**src/rtl/bxb_dma_pkg.sv**
```systemverilog
// Shared types and default widths for the Bxb DMA read path.
// The tag layout here matches the default build (up to 4 requesters, 10-bit burstcount).
package bxb_dma_pkg;

   localparam int unsigned BXB_ADDR_W  = 32;
   localparam int unsigned BXB_BURST_W = 10;
   localparam int unsigned BXB_DATA_W  = 64;

   typedef enum logic [0:0] {
      StIdle,
      StIssue
   } arb_state_e;

   typedef struct packed {
      logic [1:0]             id;
      logic [BXB_BURST_W-1:0] burst;
   } bxb_tag_t;

endpackage

```
**src/rtl/bxb_tag_fifo.sv**
```systemverilog
// In-order tag FIFO for outstanding read bursts; first-word-fall-through head.
// DEPTH must be a power of two so the pointers wrap naturally.
module bxb_tag_fifo #(
   parameter int unsigned WIDTH = 12,
   parameter int unsigned DEPTH = 8
) (
   input  logic                     clk_i,
   input  logic                     rst_i,
   input  logic                     push_i,
   input  logic [WIDTH-1:0]         wdata_i,
   input  logic                     pop_i,
   output logic [WIDTH-1:0]         rdata_o,
   output logic                     full_o,
   output logic                     empty_o,
   output logic [$clog2(DEPTH):0]   count_o
);

   localparam int unsigned PtrW = $clog2(DEPTH);
   localparam int unsigned CntW = PtrW + 1;

   logic [WIDTH-1:0] mem_q [DEPTH];
   logic [PtrW-1:0]  wr_ptr_q, wr_ptr_d;
   logic [PtrW-1:0]  rd_ptr_q, rd_ptr_d;
   logic [CntW-1:0]  count_q, count_d;
   logic             do_push, do_pop;

   assign full_o  = (count_q == CntW'(DEPTH));
   assign empty_o = (count_q == '0);
   assign count_o = count_q;
   assign rdata_o = mem_q[rd_ptr_q];

   always_comb begin
      do_push  = push_i && (!full_o || pop_i);
      do_pop   = pop_i && !empty_o;
      wr_ptr_d = wr_ptr_q;
      rd_ptr_d = rd_ptr_q;
      count_d  = count_q;
      if (do_push) begin
         wr_ptr_d = wr_ptr_q + PtrW'(1);
      end
      if (do_pop) begin
         rd_ptr_d = rd_ptr_q + PtrW'(1);
      end
      if (do_push && !do_pop) begin
         count_d = count_q + CntW'(1);
      end else if (do_pop && !do_push) begin
         count_d = count_q - CntW'(1);
      end
   end

   always_ff @(posedge clk_i or posedge rst_i) begin
      if (rst_i) begin
         wr_ptr_q <= '0;
         rd_ptr_q <= '0;
         count_q  <= '0;
      end else begin
         wr_ptr_q <= wr_ptr_d;
         rd_ptr_q <= rd_ptr_d;
         count_q  <= count_d;
      end
   end

   // Storage needs no reset: entries are only read when count says they are valid.
   always_ff @(posedge clk_i) begin
      if (do_push) begin
         mem_q[wr_ptr_q] <= wdata_i;
      end
   end

endmodule

```
**src/rtl/bxb_rd_arbiter.sv**
```systemverilog
// Shares one Avalon-MM burst read master among NUM_REQ requesters with per-burst round-robin
// arbitration; return beats are steered to their owner through an in-order tag FIFO.
module bxb_rd_arbiter
   import bxb_dma_pkg::*;
#(
   parameter int unsigned NUM_REQ   = 3,
   parameter int unsigned ADDR_W    = BXB_ADDR_W,
   parameter int unsigned BURST_W   = BXB_BURST_W,
   parameter int unsigned DATA_W    = BXB_DATA_W,
   parameter int unsigned MAX_OUTST = 8
) (
   input  logic                       bxb_clock,
   input  logic                       bxb_reset,
   input  logic [NUM_REQ-1:0]         s_read,
   input  logic [NUM_REQ*ADDR_W-1:0]  s_address,
   input  logic [NUM_REQ*BURST_W-1:0] s_burstcount,
   output logic [NUM_REQ-1:0]         s_waitrequest,
   output logic [NUM_REQ-1:0]         s_readdatavalid,
   output logic [DATA_W-1:0]          s_readdata,
   output logic [ADDR_W-1:0]          m_address,
   output logic [BURST_W-1:0]         m_burstcount,
   output logic                       m_read,
   input  logic                       m_waitrequest,
   input  logic                       m_readdatavalid,
   input  logic [DATA_W-1:0]          m_readdata,
   output logic                       err_sticky
);

   localparam int unsigned IdW  = $clog2(NUM_REQ);
   localparam int unsigned CntW = $clog2(MAX_OUTST) + 1;

   typedef struct packed {
      logic [IdW-1:0]     id;
      logic [BURST_W-1:0] burst;
   } tag_t;

   arb_state_e          state_q, state_d;
   logic [IdW-1:0]      rr_q, rr_d;
   logic [ADDR_W-1:0]   m_address_q, m_address_d;
   logic [BURST_W-1:0]  m_burstcount_q, m_burstcount_d;
   logic [BURST_W-1:0]  beat_q, beat_d;
   logic [NUM_REQ-1:0]  s_readdatavalid_q, s_readdatavalid_d;
   logic [DATA_W-1:0]   s_readdata_q, s_readdata_d;
   logic                err_q, err_d;

   logic [IdW-1:0]      cand, win_id;
   logic                win_vld, grant, accept;
   logic [ADDR_W-1:0]   sel_addr;
   logic [BURST_W-1:0]  sel_bc, cur_beats;
   logic                push, pop, fifo_full, fifo_empty;
   logic [CntW-1:0]     fifo_cnt;
   tag_t                push_tag, head_tag;

   // Scan downward so the last hit is the first asserted index after the rr pointer.
   always_comb begin
      cand     = '0;
      win_id   = '0;
      win_vld  = 1'b0;
      sel_addr = '0;
      sel_bc   = '0;
      for (int i = int'(NUM_REQ); i >= 1; i--) begin
         cand = IdW'((int'(rr_q) + i) % int'(NUM_REQ));
         if (s_read[cand]) begin
            win_vld = 1'b1;
            win_id  = cand;
         end
      end
      for (int j = 0; j < int'(NUM_REQ); j++) begin
         if (win_id == IdW'(j)) begin
            sel_addr = s_address[j*ADDR_W +: ADDR_W];
            sel_bc   = s_burstcount[j*BURST_W +: BURST_W];
         end
      end
   end

   // Space is reserved at grant time, so a burst in ISSUE can always be pushed.
   assign grant  = (state_q == StIdle) && win_vld && (fifo_cnt < CntW'(MAX_OUTST));
   assign accept = (state_q == StIssue) && !m_waitrequest;

   always_comb begin
      state_d = state_q;
      unique case (state_q)
         StIdle:  if (grant)  state_d = StIssue;
         StIssue: if (accept) state_d = StIdle;
         default: state_d = StIdle;
      endcase
   end

   always_comb begin
      rr_d           = grant ? win_id   : rr_q;
      m_address_d    = grant ? sel_addr : m_address_q;
      m_burstcount_d = grant ? sel_bc   : m_burstcount_q;
   end

   always_comb begin
      m_read         = (state_q == StIssue);
      push           = accept && (m_burstcount_q != '0) && !fifo_full;
      push_tag.id    = rr_q;
      push_tag.burst = m_burstcount_q;
      for (int i = 0; i < int'(NUM_REQ); i++) begin
         s_waitrequest[i] = !(grant && (win_id == IdW'(i)));
      end
   end

   always_comb begin
      pop               = 1'b0;
      beat_d            = beat_q;
      cur_beats         = (beat_q == '0) ? head_tag.burst : beat_q;
      s_readdatavalid_d = '0;
      s_readdata_d      = s_readdata_q;
      err_d             = err_q;
      if (accept && (m_burstcount_q == '0)) begin
         err_d = 1'b1;
      end
      if (m_readdatavalid) begin
         if (fifo_empty) begin
            err_d = 1'b1;
         end else begin
            for (int i = 0; i < int'(NUM_REQ); i++) begin
               s_readdatavalid_d[i] = (head_tag.id == IdW'(i));
            end
            s_readdata_d = m_readdata;
            if (cur_beats == BURST_W'(1)) begin
               pop    = 1'b1;
               beat_d = '0;
            end else begin
               beat_d = cur_beats - BURST_W'(1);
            end
         end
      end
   end

   always_ff @(posedge bxb_clock or posedge bxb_reset) begin
      if (bxb_reset) begin
         state_q           <= StIdle;
         rr_q              <= IdW'(NUM_REQ - 1);
         m_address_q       <= '0;
         m_burstcount_q    <= '0;
         beat_q            <= '0;
         s_readdatavalid_q <= '0;
         s_readdata_q      <= '0;
         err_q             <= 1'b0;
      end else begin
         state_q           <= state_d;
         rr_q              <= rr_d;
         m_address_q       <= m_address_d;
         m_burstcount_q    <= m_burstcount_d;
         beat_q            <= beat_d;
         s_readdatavalid_q <= s_readdatavalid_d;
         s_readdata_q      <= s_readdata_d;
         err_q             <= err_d;
      end
   end

   assign m_address       = m_address_q;
   assign m_burstcount    = m_burstcount_q;
   assign s_readdatavalid = s_readdatavalid_q;
   assign s_readdata      = s_readdata_q;
   assign err_sticky      = err_q;

   bxb_tag_fifo #(
      .WIDTH (IdW + BURST_W),
      .DEPTH (MAX_OUTST)
   ) u_tag_fifo (
      .clk_i   (bxb_clock),
      .rst_i   (bxb_reset),
      .push_i  (push),
      .wdata_i (push_tag),
      .pop_i   (pop),
      .rdata_o (head_tag),
      .full_o  (fifo_full),
      .empty_o (fifo_empty),
      .count_o (fifo_cnt)
   );

endmodule

```
**config.mk**
```make
export PLATFORM = sky130hd
export DESIGN_NAME = bxb_rd_arbiter
export DESIGN_NICKNAME = d
export VERILOG_FILES = /design/src/rtl/bxb_dma_pkg.sv /design/src/rtl/bxb_tag_fifo.sv /design/src/rtl/bxb_rd_arbiter.sv
export SDC_FILE = /design/constraint.sdc
export NUM_CORES = 1
export LEC_CHECK = 0
export CORE_UTILIZATION = 47
export CTS_CLUSTER_SIZE = 25
export DETAILED_ROUTE_END_ITERATION = 16
export PLACE_DENSITY = 0.89
export SLEW_MARGIN = 20
export SYNTH_ARGS = -nofsm -noshare
export SYNTH_HDL_FRONTEND = slang
export SYNTH_SLANG_ARGS = --single-unit
```
**constraint.sdc**
```tcl
create_clock -name bxb_clock -period 5.4 [get_ports bxb_clock]
set_clock_uncertainty 0.15 [all_clocks]
set_input_delay 1.08 -clock bxb_clock [delete_from_list [all_inputs] [get_ports bxb_clock]]
set_output_delay 1.08 -clock bxb_clock [all_outputs]
set_load 0.01 [all_outputs]
```
==> metrics.cfg <==
[synthesis]
ys_seq_elements = 229
syn-num-nets = 1078
seq_area_frac_synth = 0.624
yosysWarningCount = 0
synthTopCellsByArea = dfrtp_1 33%, edfxtp_1 29%, nand2_1 9.5%, mux4_2 5.4%, mux2i_1 4.9%
syn_area_mm2 = 0.00996
synthArstFlopShare = 0.581
synth_cell_types = 49
synth_edf_count = 96
syn_avg_cell_area_um2 = 11.4
synth_area_leader_cell = dfrtp_1
synth_top_area_frac = 0.332
synthCells = 871
synth-main-ff-cell = dfrtp_1

[grt]
gr-total-overflow = 0
grt_max_degree = 99
grt_usage = 0.247
grt_pass1_wl_mm = 41.6
antenna_found_initial = 4
grt_pass1_vias = 7998

[timing]
post-route-period-util = 0.817
slew_headroom = 0.401
final.setup.tns_ns = 0
report.final.slew_viol_count = 0
fin_crit_ns = 4.41
fin_ws_ns = 0.986
hold_viol_final = 0
hold_slack_ns = 0.322
tightestPinTransition_ns = 0.899
finalSetupViolCount = 0
fmax_mhz = 227
grt_setup_unrepaired = false

[critical_path]
rr_worst_depth = 14
path_cells = clkdlybuf4s50_1 > nor2_1 > maj3_1 > nand2_1 > o211ai_1 > or2_2 > clkdlybuf4s50_1
crit_fanout = 6
r2r_slack_ns = 1.09
max_stage_delay_ns = 0.56
cp-end-kind = output pin
start_kind = primary input
reg2reg_to = u_tag_fifo.count_o[3]
critPathSlowestCell = clkdlybuf4s50_1
worstPathBufferInverterCount = 2
cp.arrival_ns = 3.18
worstPathRequired_ns = 4.17
cp_top_family = buffers and inverters
path_class = primary input to output pin
reg2reg_from = u_tag_fifo.rd_ptr_q[1]
crit_top_cell = clkdlybuf4s50_1

[clocking]
cts_resized = 0
tritoncts = done
cts-root-buf = clkbuf_16
ctsHoldBuffers = 0
cts_num_sinks = 229
clk_pin_slew_ns = 0.06
cts_setup_buffers = 0
clockBufferDepth = 3
worst_skew_pair.late_latency_ns = 0.53
htree_levels = 1
cts-buffers-inserted = 24

[drt]
via_count = 7721
drt_iter0_markers = 496
drc = 0
viasPerCell = 5.26
wire_per_inst_um = 18.0
wl_mm = 26.5
drtPass1Iterations = 5
antenna_left = 0

[final_layout]
final_common_cell = clkdlybuf4s50_1
layout.cells.non_filler = 1469
final_area_mm2 = 0.0142
area_delta_synth_final_pct = 42.3
nets = 1384
drive_gt1_frac = 0.0845
utilization = 0.691
most-common-layout-cells = 310 x clkdlybuf4s50_1, 253 x nand2_1, 132 x dfrtp_1, 96 x edfxtp_1, 68 x nor2_1

[pwr]
switchingPower_mw = 2.51
power_frac_seq = 0.381
powerDensity_mw_per_mm2 = 512
pwr-share-clk = 0.231
swShare = 0.346
pwr-share-comb = 0.388
p_leak_nw = 6.00
power_mw = 7.26
peakVddDrop_v = 0.000308
power.internal_mw = 4.75

[min_path]
hold-path-endpoint = s_readdata[1]
min_from = s_readdata[1]
hold_class = flop to flop
holdPathStages = 2

[die]
coreArea_mm2 = 0.0205
die_area_mm2 = 0.0218
fp.dieW_um = 148
chipHeight_um = 148
pin_count = 311
initial_utilization = 0.486
rows = 52

[place]
placed_area_mm2 = 0.0134
dp_cells = 1421
io_buffers = 310
dpl.hpwl_mm = 18.8
post-place-ws_ns = 0.969
globalplace.congestion = 0.889

[outcome]
status = completed

[flow_run]
cap_violations = 0

[flip-flops by register name, indices dropped and copies added, names as in the netlist]
register,count
u_tag_fifo.mem_q,96
u_tag_fifo.count_o,4
m_address,32
u_tag_fifo.wr_ptr_q,3
rr_q,2
err_sticky,1
s_readdatavalid,3
beat_q,10
s_readdata,64
u_tag_fifo.rd_ptr_q,3
m_burstcount,10
m_read,1
[cell usage after synthesis (2+ instances only)]
cell type / n
dfrtp_1: 132
clkbuf_1: 30
o21ai_1: 2
nor3_1: 7
and2_1: 2
edfxtp_1: 96
maj3_1: 2
o211ai_1: 2
buf_1: 9
nand3_1: 2
buf_6: 4
nand2_1: 253
a21oi_1: 57
a22o_1: 4
mux4_2: 24
xor2_1: 4
o21ai_0: 47
nand2b_1: 5
nor2_1: 68
a31oi_1: 2
and3_1: 4
nor2b_1: 2
or2_2: 2
mux2_2: 7
inv_1: 11
buf_2: 5
nor4_1: 4
xnor2_1: 7
ha_1: 9
mux2i_1: 49
[worst reg2reg max path: cells and delay by family, from the launching register on]
family	cells	cell delay (ns)
multiplexers	2	0.82
buffers and inverters	2	0.44
flip-flops	1	0.84
AO/OA/AOI/OAI	3	0.63
XOR/XNOR	2	0.28
AND/OR/NAND/NOR	3	0.56
adder cells (fa/ha/maj)	2	0.47
[how the worst max path moves through the flow]
stage	cells after the start	from	endpoint
3_3_place_gp	8	s_read[1]	s_waitrequest[0]
5_1_grt	17	u_tag_fifo.rd_ptr_q[1]	u_tag_fifo.count_o[3]
3_5_place_dp	8	s_read[1]	s_waitrequest[0]
2_1_floorplan	1	bxb_reset	beat_q[0]
6_report	7	s_read[1]	s_waitrequest[1]
4_1_cts	8	s_read[1]	s_waitrequest[0]
[kinds of logic after synthesis]
group           count (synthesis)  synth area share
xor+xnor                       11           0.00968
buf+inv                        59            0.0259
simple gates                  357             0.146
flops                         229             0.624
compound gates                122            0.0665
fa+ha+maj                      12            0.0153
mux                            81             0.113
[routing by layer]
metal	track usage	part of all wire	up-vias
met5	0	0	-
met4	0.0918	0.031	0
met1	0.286	0.37	3679
met3	0.0577	0.088	50
li1	-	-	3627
met2	0.443	0.51	365
[layout make-up]
type                            instances  area [um^2]
Antenna cell                            4         10.0
Clock buffer                           31          637
Clock inverter                         13          173
Fill cell                            1425         6320
Inverter                               11         46.3
Multi-Input combinational cell        583         3520
Sequential cell                       229         6210
Tap cell                              270          338
Timing Repair Buffer                  328         3240
[power by group through the flow]
| stage | registers [mW] | logic (mW) | clock network [mW] |
|---|---|---|---|
| after floorplan | 2.79 | 1.57 | 0 |
| after global placement | 2.76 | 2.71 | 0 |
| after detailed placement | 2.79 | 2.81 | 0 |
| after CTS | 2.77 | 2.83 | 1.71 |
| after global routing | 2.83 | 3.09 | 1.79 |
| final | 2.77 | 2.81 | 1.68 |
No activity file was read; power rests on OpenSTA's default activity.
==> variant, RTL diff (same settings) <==
Reset style: synchronous (`bxb_reset` and `rst_i`), changed in 2 clocked blocks.
--- a/src/rtl/bxb_tag_fifo.sv
+++ b/src/rtl/bxb_tag_fifo.sv
@@ -49,5 +49,5 @@
    end
 
-   always_ff @(posedge clk_i or posedge rst_i) begin
+   always_ff @(posedge clk_i) begin
       if (rst_i) begin
          wr_ptr_q <= '0;
--- a/src/rtl/bxb_rd_arbiter.sv
+++ b/src/rtl/bxb_rd_arbiter.sv
@@ -131,5 +131,5 @@
    end
 
-   always_ff @(posedge bxb_clock or posedge bxb_reset) begin
+   always_ff @(posedge bxb_clock) begin
       if (bxb_reset) begin
          state_q           <= StIdle;
Check against the original RTL: differs if bxb_reset is asserted again (counterexample within 4 cycles, from zero or initial values and one cycle with bxb_reset high); with bxb_reset held inactive, the same outputs for 4 cycles.
==> variant against the original RTL <==
Sequential power decreased by 2%; count of clock-buffer cells in the layout decreased by 2; via count increased by 7.3%; area after synthesis decreased by 1.1%; sequential cell count increased by 3; setup slack got worse by 310 ps; routed wire length increased by 0.78%; largest cell class unchanged; clock power decreased by 6%; synthesized cell count increased by 7.5%; cell area decreased by 1.8%; largest power group unchanged; power increased by 9.4%.
==> variant: results <==
group,metric,value,unit
yosys,synth_ff_type,"dfxtp_1",
yosys,yosys.area_share.adder,1.45,%
yosys,async_reset_ff_share,0,%
timing,slew_headroom,36.1,%
grt,grt_max_degree,88,
cells_and_area,finalNetCount,1427,
outcome,status,"completed",
drt,wl_per_cell,17.7,µm
drt,drt-initial-drc-count,440,
grt,grt_pass1_vias,8043,
placed_design,postPlaceCellArea,13200,µm²
clock_network,htreeDepth,1,
placed_design,dp_hpwl,18600,µm
yosys,synth_nets,1143,
worst_hold_path,hold_path_end,"s_readdata[49]",
yosys,synth_cell_types,57,
cells_and_area,drive_gt1_share,6.79,%
grt,grt_use_total,24.0,%
clock_network,cts_buffers,23,
drt,vias_per_cell,5.49,
worst_setup_path,rrSetupSlack,670,ps
yosys,ys_seq_area_share,56.9,%
worst_hold_path,hp-start,"s_readdata[49]",
worst_setup_path,worstPathArrival,5000,ps
yosys,synth_compound_area_share,12.5,%
yosys,synth_area_leaders,"edfxtp_1, dfxtp_1, mux2i_1",
yosys,synthTopCellsByCount,"nand2_1, dfxtp_1, a21oi_1",
pwr,p_leak,5.01,nW
grt,antenna_found_initial,2,
worst_setup_path,r2r_end,"u_tag_fifo.count_o[3]",
worst_setup_path,cp_max_fo,30,
placed_design,place_congestion,0.940,
clock_network,clk_latency,510,ps
yosys,muxShareOfSynthArea,10.9,%
variant: changes by cell type after synthesis, moves of 19 or more:
cell | before | now
dfxtp_1 | 0 | 136
dfrtp_1 | 132 | 0
nand2_1 | 253 | 144
a21oi_1 | 57 | 121
nor2_1 | 68 | 117
o21ai_0 | 47 | 3
a211oi_1 | 0 | 43
mux2i_1 | 49 | 68
variant: area by class of cell:
cell class                      instances  area (µm²)
Multi-Input combinational cell        631        3980
Inverter                                8        30.0
Clock buffer                           29         598
Tap cell                              270         338
Timing Repair Buffer                  324        3210
Clock inverter                         13         150
Sequential cell                       232        5610
Antenna cell                            2        5.00
Fill cell                            1448        6450
variant: metrics by stage:
| stage | setup slack, ps | util, % | hold WS, ps | instances |
|---|---|---|---|---|
| finish | 674 | 68.3 | 303 | 1509 |
| global route | 442 | 68.3 | 316 | 1509 |
| CTS | 653 | 68.3 | 304 | 1507 |
| detailed placement | 670 | 64.6 | 296 | 1465 |
| global placement | 909 | 64.6 | 291 | 1465 |
| floorplan | 1370 | - | 290 | 936 |
variant: how the worst max path moves through the flow:
stage	startpoint	end	slack (ps)
5_1_grt	flip-flop	u_tag_fifo.count_o[3]	440
3_5_place_dp	flip-flop	u_tag_fifo.count_o[3]	670
6_report	flip-flop	u_tag_fifo.count_o[3]	670
2_1_floorplan	flip-flop	u_tag_fifo.count_o[3]	1370
4_1_cts	flip-flop	u_tag_fifo.count_o[3]	650
3_3_place_gp	flip-flop	u_tag_fifo.count_o[3]	910
variant: where the power goes:
group	internal (mW)	switching [mW]
registers	2.34	0.364
logic	1.63	2.03
clock network	0.933	0.644
variant: cells by family (layout without fill, tap and decap cells):
logic type / count (synthesis) / after routing
mux: 87 / 87
compound gates: 200 / 200
xor+xnor: 7 / 7
fa+ha+maj: 11 / 11
other cells: 0 / 2
simple gates: 326 / 326
flops: 232 / 232
buf+inv: 73 / 374
variant: critical path: stages, from the launching register on:
cell	delay, ps
dfxtp_2	910
mux4_2	580
nand2b_1	170
a31oi_1	370
nand4bb_1	320
nor4_4	530
inv_1	90
ha_1	230
inv_1	120
ha_1	250
a21o_1	180
a21oi_1	170
xnor2_1	90
or3_1	310
a21oi_1	150
variant: layer usage:
layer / GRT usage, % / share of wire (%)
met3: 5.87 / 9.3
met4: 7.71 / 2.8
met5: 0 / 0
met2: 45.0 / 51
met1: 26.4 / 36
